$ cat src/rtl/instr_pkg.sv
// Shared definitions for the instruction fetch stage: instruction field layout
// and the fetch FSM state encoding.
package instr_pkg;

    localparam int INSTR_W    = 16;
    localparam int OPCODE_W   = 4;
    localparam int PARAM_W    = 6;
    localparam int OPCODE_LSB = 12;
    localparam int PARAM1_LSB = 6;
    localparam int PARAM2_LSB = 0;

    localparam logic [OPCODE_W-1:0] MAX_LEGAL_OPCODE = 4'd12;

    typedef enum logic [1:0] {
        IDLE  = 2'd0,
        FETCH = 2'd1,
        FLUSH = 2'd2
    } fetch_state_e;

    function automatic logic [OPCODE_W-1:0] opcode_of(input logic [INSTR_W-1:0] instr);
        return instr[OPCODE_LSB +: OPCODE_W];
    endfunction

endpackage

$ cat src/rtl/instr_fetch_if.sv
// Instruction-memory request/response channel between the fetch stage (master)
// and the instruction memory (slave).
interface instr_fetch_if #(
    parameter int ADDR_W = 8
);
    import instr_pkg::*;

    logic               imem_req_valid;
    logic               imem_req_ready;
    logic [ADDR_W-1:0]  imem_req_addr;
    logic               imem_rsp_valid;
    logic [INSTR_W-1:0] imem_rsp_data;

    modport master (
        output imem_req_valid,
        output imem_req_addr,
        input  imem_req_ready,
        input  imem_rsp_valid,
        input  imem_rsp_data
    );

    modport slave (
        input  imem_req_valid,
        input  imem_req_addr,
        output imem_req_ready,
        output imem_rsp_valid,
        output imem_rsp_data
    );

endinterface

$ cat src/rtl/instr_fetch_fifo.sv
// Prefetch FIFO holding {pc, instruction} pairs; power-of-2 depth, synchronous
// flush, head presented combinationally.
module instr_fetch_fifo #(
    parameter int DEPTH = 4,
    parameter int WIDTH = 24
) (
    input  logic                   IF_clock,
    input  logic                   IF_reset,
    input  logic                   push,
    input  logic [WIDTH-1:0]       push_data,
    input  logic                   pop,
    input  logic                   flush,
    output logic [WIDTH-1:0]       head,
    output logic                   empty,
    output logic [$clog2(DEPTH):0] count
);
    localparam int PTR_W = $clog2(DEPTH);
    localparam int CNT_W = PTR_W + 1;

    logic [WIDTH-1:0] mem [DEPTH];
    logic [PTR_W-1:0] wr_ptr, rd_ptr;
    logic             do_push, do_pop, full;

    assign empty   = (count == '0);
    assign full    = (count == CNT_W'(DEPTH));
    assign do_push = push && !flush;
    assign do_pop  = pop && !flush && !empty;
    assign head    = mem[rd_ptr];

    // NOTE: storage has no reset; only pointers and count do, and an entry is
    // never read before it has been written.
    always_ff @(posedge IF_clock) begin
        if (do_push) begin
            mem[wr_ptr] <= push_data;
        end
    end

    always_ff @(posedge IF_clock or negedge IF_reset) begin
        if (!IF_reset) begin
            wr_ptr <= '0;
            rd_ptr <= '0;
            count  <= '0;
        end else if (flush) begin
            wr_ptr <= '0;
            rd_ptr <= '0;
            count  <= '0;
        end else begin
            if (do_push) wr_ptr <= wr_ptr + PTR_W'(1);
            if (do_pop)  rd_ptr <= rd_ptr + PTR_W'(1);
            count <= count + CNT_W'(do_push) - CNT_W'(do_pop);
        end
    end

    // Credit accounting upstream makes a push into a full FIFO impossible.
    a_no_overflow: assert property (@(posedge IF_clock) disable iff (!IF_reset)
        !(do_push && full));

endmodule

$ cat src/rtl/instr_fetch.sv
// Instruction fetch stage: credit-limited sequential fetch, in-order prefetch
// buffering and redirect with stale-response dropping.
// Optional feature macro: IF_ILLEGAL_OP_CHECK_EN adds the IF_illegal output.
module instr_fetch
    import instr_pkg::*;
#(
    parameter int ADDR_W     = 8,
    parameter int FIFO_DEPTH = 4,
    parameter int RESET_PC   = 0
) (
    input  logic                IF_clock,
    input  logic                IF_reset,
    input  logic                IF_redirect,
    input  logic [ADDR_W-1:0]   IF_redirect_pc,
    instr_fetch_if.master       imem,
    output logic                IF_out_valid,
    input  logic                IF_out_ready,
    output logic [INSTR_W-1:0]  IF_instruction,
    output logic [ADDR_W-1:0]   IF_pc
`ifdef IF_ILLEGAL_OP_CHECK_EN
    ,
    output logic                IF_illegal
`endif
);
    localparam int                CNT_W   = $clog2(FIFO_DEPTH) + 1;
    localparam logic [ADDR_W-1:0] PC_INIT = ADDR_W'(RESET_PC);
    localparam logic [CNT_W:0]    CREDITS = (CNT_W + 1)'(FIFO_DEPTH);

    fetch_state_e                state, state_next;
    logic [ADDR_W-1:0]           fetch_pc, rsp_pc;
    logic [CNT_W-1:0]            outstanding, outstanding_next;
    logic [CNT_W-1:0]            drop_cnt, drop_cnt_next;
    logic [CNT_W-1:0]            fifo_count;
    logic                        req_valid, accept, rsp_keep, pop, fifo_empty;
    logic [INSTR_W+ADDR_W-1:0]   fifo_head;

    // NOTE: every signal driven in an always_comb gets a default first, so no
    // path can leave it unassigned and infer a latch.
    always_comb begin
        req_valid = (state == FETCH) && !IF_redirect &&
                    (({1'b0, outstanding} + {1'b0, fifo_count}) < CREDITS);
        accept           = req_valid && imem.imem_req_ready;
        outstanding_next = outstanding + CNT_W'(accept) - CNT_W'(imem.imem_rsp_valid);
        rsp_keep         = imem.imem_rsp_valid && (drop_cnt == '0) && !IF_redirect;
        pop              = IF_out_valid && IF_out_ready && !IF_redirect;

        drop_cnt_next = drop_cnt;
        if (IF_redirect) begin
            // Everything still in flight after this cycle belongs to the old stream.
            drop_cnt_next = outstanding_next;
        end else if (imem.imem_rsp_valid && (drop_cnt != '0)) begin
            drop_cnt_next = drop_cnt - CNT_W'(1);
        end
    end

    always_comb begin
        state_next = state;
        case (state)
            IDLE:    state_next = FETCH;
            FETCH:   if (IF_redirect && (outstanding_next != '0)) state_next = FLUSH;
            FLUSH:   if (drop_cnt_next == '0) state_next = FETCH;
            default: state_next = IDLE;
        endcase
    end

    always_ff @(posedge IF_clock or negedge IF_reset) begin
        if (!IF_reset) begin
            state <= IDLE;
        end else begin
            state <= state_next;
        end
    end

    always_ff @(posedge IF_clock or negedge IF_reset) begin
        if (!IF_reset) begin
            fetch_pc    <= PC_INIT;
            rsp_pc      <= PC_INIT;
            outstanding <= '0;
            drop_cnt    <= '0;
        end else begin
            outstanding <= outstanding_next;
            drop_cnt    <= drop_cnt_next;
            if (IF_redirect) begin
                fetch_pc <= IF_redirect_pc;
                rsp_pc   <= IF_redirect_pc;
            end else begin
                if (accept)   fetch_pc <= fetch_pc + ADDR_W'(1);
                if (rsp_keep) rsp_pc   <= rsp_pc + ADDR_W'(1);
            end
        end
    end

    instr_fetch_fifo #(
        .DEPTH (FIFO_DEPTH),
        .WIDTH (INSTR_W + ADDR_W)
    ) u_fifo (
        .IF_clock  (IF_clock),
        .IF_reset  (IF_reset),
        .push      (rsp_keep),
        .push_data ({rsp_pc, imem.imem_rsp_data}),
        .pop       (pop),
        .flush     (IF_redirect),
        .head      (fifo_head),
        .empty     (fifo_empty),
        .count     (fifo_count)
    );

    // Data outputs are forced to zero when not valid so nothing stale leaks out.
    assign IF_out_valid        = !fifo_empty;
    assign IF_instruction      = IF_out_valid ? fifo_head[INSTR_W-1:0] : '0;
    assign IF_pc               = IF_out_valid ? fifo_head[INSTR_W +: ADDR_W] : '0;
    assign imem.imem_req_valid = req_valid;
    assign imem.imem_req_addr  = req_valid ? fetch_pc : '0;

`ifdef IF_ILLEGAL_OP_CHECK_EN
    assign IF_illegal = IF_out_valid && (opcode_of(IF_instruction) > MAX_LEGAL_OPCODE);
`endif

endmodule

$ cat src/flat_wrapper.sv
// flat-port wrapper written by rule: the top's interface ports become plain ports
module instr_fetch_flat import instr_pkg::*;
#(
    parameter int ADDR_W     = 8,
    parameter int FIFO_DEPTH = 4,
    parameter int RESET_PC   = 0
)
  (IF_clock, IF_reset, IF_redirect, IF_redirect_pc, IF_out_valid, IF_out_ready, IF_instruction, IF_pc, imem_imem_req_valid, imem_imem_req_addr, imem_imem_req_ready, imem_imem_rsp_valid, imem_imem_rsp_data);
  instr_fetch_if #(.ADDR_W(ADDR_W)) imem_i ();
  input  logic IF_clock;
  input  logic IF_reset;
  input  logic IF_redirect;
  input  logic [ADDR_W-1:0] IF_redirect_pc;
  output logic IF_out_valid;
  input  logic IF_out_ready;
  output logic [INSTR_W-1:0] IF_instruction;
  output logic [ADDR_W-1:0] IF_pc;
  output wire logic [$bits(imem_i.imem_req_valid)-1:0] imem_imem_req_valid;
  output wire logic [$bits(imem_i.imem_req_addr)-1:0] imem_imem_req_addr;
  input wire logic [$bits(imem_i.imem_req_ready)-1:0] imem_imem_req_ready;
  input wire logic [$bits(imem_i.imem_rsp_valid)-1:0] imem_imem_rsp_valid;
  input wire logic [$bits(imem_i.imem_rsp_data)-1:0] imem_imem_rsp_data;
  assign imem_imem_req_valid = imem_i.imem_req_valid;
  assign imem_imem_req_addr = imem_i.imem_req_addr;
  assign imem_i.imem_req_ready = imem_imem_req_ready;
  assign imem_i.imem_rsp_valid = imem_imem_rsp_valid;
  assign imem_i.imem_rsp_data = imem_imem_rsp_data;
  instr_fetch #(.ADDR_W(ADDR_W), .FIFO_DEPTH(FIFO_DEPTH), .RESET_PC(RESET_PC)) u_core (.IF_clock(IF_clock), .IF_reset(IF_reset), .IF_redirect(IF_redirect), .IF_redirect_pc(IF_redirect_pc), .imem(imem_i), .IF_out_valid(IF_out_valid), .IF_out_ready(IF_out_ready), .IF_instruction(IF_instruction), .IF_pc(IF_pc));
endmodule
$ cat config.mk
export PLATFORM = sky130hd
export DESIGN_NAME = instr_fetch_flat
export DESIGN_NICKNAME = d
export VERILOG_FILES = /design/src/rtl/instr_pkg.sv /design/src/rtl/instr_fetch_if.sv /design/src/rtl/instr_fetch_fifo.sv /design/src/rtl/instr_fetch.sv /design/src/flat_wrapper.sv
export SDC_FILE = /design/constraint.sdc
export NUM_CORES = 1
export LEC_CHECK = 0
export ABC_AREA = 1
export CORE_MARGIN = 2
export CORE_UTILIZATION = 60
export CTS_CLUSTER_DIAMETER = 150
export CTS_CLUSTER_SIZE = 25
export DETAILED_ROUTE_END_ITERATION = 16
export PLACE_DENSITY = 0.84
export SLEW_MARGIN = 0
export SYNTH_ARGS = -nofsm -noshare
export SYNTH_HDL_FRONTEND = slang
export SYNTH_SLANG_ARGS = --single-unit
export TNS_END_PERCENT = 1
$ cat constraint.sdc
create_clock -name IF_clock -period 6.15 [get_ports IF_clock]
set_input_delay 0.615 -clock IF_clock [delete_from_list [all_inputs] [get_ports IF_clock]]
set_output_delay 0.615 -clock IF_clock [all_outputs]
set_load 0.03 [all_outputs]
; Yosys cells after proc, flatten, opt, wreduce, memory -nomap -nowiden
; Memory sizes are Yosys's and may differ from the RTL's.
; Cells that the tools add are included.
[totals]
n_memories = 1
ram_bits = 96
inputBits = 30
output_inout_bits = 34
ff_bits = 31
wordCells = 68
[op_classes]
addsub = 10
n_lt_le_gt_ge = 1
muxes = 19
reduce_logical = 25
eq_ne = 4
[mem_list]
columns = memory, depth, width, read_ports, rd_clocked_by_memory_dff, wr, line_no
row1 = u_core.u_fifo.mem, 4, 24, 1, 0, 1, instr_fetch_fifo.sv:20  ; logic [WIDTH-1:0] mem [DEPTH];
[ops]
columns = cell, count
row1 = two-way mux 8 bit, 6
row2 = adder 8 x 1 -> 8 bit (second input constant), 2
row3 = two-way mux 16 bit, 1
row4 = logical AND 1 bit, 12
row5 = two-way mux 2 bit, 6
row6 = zero test 3 bit, 3
row7 = two-way mux 3 bit, 3
row8 = nonzero test 2 bit, 4
row9 = adder 3 x 1 -> 3 bit, 2
row10 = one-hot mux 2 bit (3 select lines), 1
row11 = nonzero test 3 bit, 2
row12 = subtractor 3 x 1 -> 3 bit, 2
row13 = adder 2 x 1 -> 2 bit (second input constant), 2
row14 = adder 3 x 3 -> 4 bit, 1
row15 = less-than comparator 4 x 3 -> 1 bit (second input constant), 1
row16 = subtractor 3 x 1 -> 3 bit (second input constant), 1
row17 = == test 2 x 1 -> 1 bit (second input constant), 1
row18 = == test 2 bit (second input constant), 1
row19 = zero test 1 bit, 2
row20 = zero test 2 bit, 1
row21 = two-way mux 1 bit, 2
row22 = != test 2 x 1 -> 1 bit (second input constant), 1
row23 = != test 2 bit (second input constant), 1
row24 = AND reduction 2 bit, 1

; Depth between registers and ports, before layout
[logic_depth]
ltp_word = 10
ltp_mapped = 16
ltp_nobuf = 16

; By module
; From an unflattened synthesis, not the netlist that was laid out.
[hier_totals]
cells_unflattened = 565
area_unflattened_um2 = 5779.3
[modules_own_cells]
columns = module, area_per_inst_um2, instances, seq_area_each_um2, cells_per_inst
row1 = instr_fetch_fifo, 4067.7, 1, 3057.9, 316
row2 = instr_fetch, 1711.6, 1, 600.6, 249

; Worst setup path before layout
; Ideal clock, no wire load.
[synth_path]
kind = in2reg
startpoint = in imem_imem_rsp_valid
endpoint = mem u_core.u_fifo.mem[0][0] (enable)
slack_ns = 3.744
stages = 3
setup_time_ns = 0.405
n_path_buf = 1
t_required_ns = 5.745
arrival_ns = 2.001
path_cell_list = buf_2 > nand4_4 > nor2_1
[synth_via]
elab_chain_cells = 5
[synth_rtl]
columns = item, line_no
row1 = start: declaration, flat_wrapper.sv:21  ; input wire logic [$bits(imem_i.imem_rsp_valid)-1:0] imem_imem_rsp_valid;
row2 = logical AND 1 bit (2 in series), instr_fetch.sv:44  ; rsp_keep = imem.imem_rsp_valid && (drop_cnt == '0) && !IF_redirect;
row3 = logical AND 1 bit, instr_fetch_fifo.sv:26  ; assign do_push = push && !flush;
row4 = two-way mux 1 bit, instr_fetch_fifo.sv:33  ; if (do_push) begin
row5 = two-way mux 1 bit (implied by the code), instr_fetch_fifo.sv:34  ; mem[wr_ptr] <= push_data;
row6 = end: declaration, instr_fetch_fifo.sv:20
; Every way passes these cells.

; Worst setup path in the final report
[layout_path]
startpoint = reg u_core.u_fifo.rd_ptr[1]
endpoint = out IF_pc[1]
[layout_via]
elab_chain_cells = 2
[layout_rtl]
columns = item, line_no
row1 = start: declaration, instr_fetch_fifo.sv:21  ; logic [PTR_W-1:0] wr_ptr, rd_ptr;
row2 = start signal: assignment, instr_fetch_fifo.sv:49  ; if (do_pop) rd_ptr <= rd_ptr + PTR_W'(1);
row3 = memory read (4 x 24 bit), n/a
row4 = two-way mux 8 bit, instr_fetch.sv:111  ; assign IF_pc = IF_out_valid ? fifo_head[INSTR_W +: ADDR_W] : '0;
row5 = end: declaration, flat_wrapper.sv:17  ; output logic [ADDR_W-1:0] IF_pc;
; Every way passes these cells.

==> metrics.cfg <==
[critical_path]
worst_setup_path_end_kind=output pin
critPathMaxStageDelay_ps=990
slowest_stage=dfrtp_1
critPathMaxFanout=26
crit_arrival_ps=3300
crit_type=register to output pin
crit_chain=inv_2 > nor2_1 > o21ai_0 > a21oi_1 > clkdlybuf4s50_1
cp.required_ps=5530
startpoint_type=register

[die]
start_util=0.617
row_count=35
die_area_um2=10200
ios=64
fp.dieH_um=101
core_um2=9200
die_w_um=101

[route]
firstDrtPassIters=4
vias_per_cell=5.72
num_vias=4093
drtAntennaViolNets=0
drc_errors=0
post_drt_wl_per_cell_um=17.5
drtIter0Drc=302
wl_um=12500

[sta]
finalMaxSlewViolations=0
fin_crit_sh=0.637
skew_ps=8.21
setup_tns_ps=0
max_slew.worst_pin.slew_ps=999
finalHoldViolCount=0
fmax_ghz=0.255
fin_crit_ps=3920
slew_headroom=0.334
fin_ws_ps=2230
setup_viol=0
rsz0062_at_grt=no

[synth]
synth-seq-cells=127
synthCells=526
yosysWarnings=0
ys_seq_area_frac=0.645
synth_area_um2=5670
synth_area_per_cell_um2=10.8
syn-num-nets=572
ys_types=38

[global_route]
grt.met2_usage=0.445
grtUsageMet3=0.0669
busiest_layer=met2
overflow=0
grt_pass1_vias=4246
grt_use_met1=0.329
grt_start_max_net_pins=51
globalRouteTotalUtil=0.263
grt_pass1_wl_um=20500
antenna_found_initial=0

[clock_tree]
clockRootBuffer=clkbuf_8
cts_sinks=127
cts_tree=yes
clk_path_buf_depth=2
h-tree-depth=4
cts.repair.resized=0
clock_latency_ps=520
ctsHoldBuffers=0
cts_buffers=17
path_clk_slew_ps=60
post_cts_buffers=0

[power]
finalPower_mw=3.24
vdd_drop_max_v=0.000253
pwr_density_cell_nw_per_um2=465
p_leak_nw=2.72

[final_layout]
area_growth_pct=23.0
layout-drive-gt1-share=0.0942
fin_util=0.758
final_area_um2=6970
fin_nets=638
fillCellCount=585
diodes=0

[place]
dp_slack_ps=2560
dp_hpwl_um=7310
place_area_um2=6370
io_buffer_count=63
finalWeightedCongestion=0.852

[hold_path]
hold_class=input port to async pin

[job]
drv_cap=0

[outcome]
outcome=completed

==> cells in the final DEF, fill, tap and decap left out, drive strengths merged, types with 5 or more instances in the layout <==
cell,count
inv,46
a21oi,28
nand2,57
ha,14
o211ai,7
dfrtp,31
edfxtp,96
xor2,5
nand3,18
buf,6
o21ai,54
clkbuf,18
nor2,126
clkinv,7
clkdlybuf4s50,63
==> per-layer routing <==
| layer | part of all wire | routed length, µm |
|---|---|---|
| met5 | 0 | 0 |
| met2 | 0.52 | 6520 |
| met1 | 0.40 | 5050 |
| met3 | 0.068 | 852 |
| met4 | 0.0088 | 110 |
==> kinds of logic after synthesis <==
kind of cell	share of synthesized area
buf+inv	0.0512
xor+xnor	0.0108
compound gates	0.0938
fa+ha+maj	0.0380
simple gates	0.161
flops	0.645
==> critical path, delay by kind of cell, from the launching register on <==
kind                   cells  cell delay, ps
AOI/OAI and AO/OA          2             350
buffers and inverters      2            1200
and+or+nand+nor            1             240
DFF                        1             990
==> state kept, by name, indices dropped and copies added (netlist names) <==
register,cells
u_core.u_fifo.count,3
u_core.u_fifo.rd_ptr,2
u_core.drop_cnt,3
u_core.outstanding,3
u_core.rsp_pc,8
u_core.u_fifo.mem,96
u_core.fetch_pc,8
u_core.u_fifo.wr_ptr,2
u_core.state,2
==> where the power goes <==
group | switching (mW) | total, mW | internal [mW]
Clock | 0.382 | 1.01 | 0.625
Combinational | 0.728 | 1.13 | 0.406
Sequential | 0.0804 | 1.10 | 1.02
Total | 1.19 | 3.24 | 2.05
==> cell usage after synthesis, drive strengths merged <==
| master | instances | area [µm²] |
|---|---|---|
| nor2 | 126 | 489 |
| edfxtp | 96 | 2880 |
| nand2 | 57 | 229 |
| o21ai | 54 | 270 |
| inv | 43 | 166 |
| dfrtp | 31 | 776 |
| a21oi | 28 | 144 |
| nand3 | 18 | 95.1 |
| buf | 17 | 105 |
| ha | 14 | 175 |
| o211ai | 7 | 52.6 |
| clkbuf | 5 | 18.8 |
| xor2 | 5 | 43.8 |
| a31oi | 4 | 25.0 |
| nand4 | 4 | 40.0 |
| nor3 | 4 | 31.3 |
| fa | 2 | 40.0 |
| o221ai | 2 | 17.5 |
| or2 | 2 | 15.0 |
| xnor2 | 2 | 17.5 |
| a21boi | 1 | 7.51 |
| a21o | 1 | 7.51 |
| and3 | 1 | 6.26 |
| nand3b | 1 | 7.51 |
| o31ai | 1 | 7.51 |
==> worst paths after layout <==
| kind | depth (start not counted) | from | end | slack, ps |
|---|---|---|---|---|
| hold / removal | 2 | IF_reset | u_core.fetch_pc[6]$_DFFE_PN0P_ | 480 |
| min in group IF_clock | 1 | u_core.state[1]$_DFFE_PN0P_ | u_core.state[0]$_DFFE_PN0P_ | 480 |
| max in group asynchronous | 2 | IF_reset | u_core.u_fifo.count[1]$_DFF_PN0_ | 5360 |
| setup / recovery | 5 | u_core.u_fifo.rd_ptr[1]$_DFFE_PN0P_ | IF_pc[1] | 2230 |
| hold reg to reg | 1 | u_core.state[1]$_DFFE_PN0P_ | u_core.state[0]$_DFFE_PN0P_ | 480 |
| setup reg to reg | 12 | u_core.u_fifo.count[1]$_DFF_PN0_ | u_core.u_fifo.count[2]$_DFF_PN0_ | 3430 |
==> layout make-up <==
class	count	area (µm²)	share of cell area
inverter	43	166	0.0239
sequential	127	3660	0.525
timing repair buffer	69	676	0.0969
multi-input combinational	334	1730	0.248
tap	111	139	0.0199
clock buffer	18	418	0.0599
clock inverter	14	184	0.0264
==> metrics by stage <==
step           cells  hold WS, ps
2_1_floorplan    526          319
3_3_place_gp     684          462
3_5_place_dp     684          472
4_1_cts          716          480
5_1_grt          716          508
6_report         716          481
Note: power is estimated with default switching activity, not from simulation.
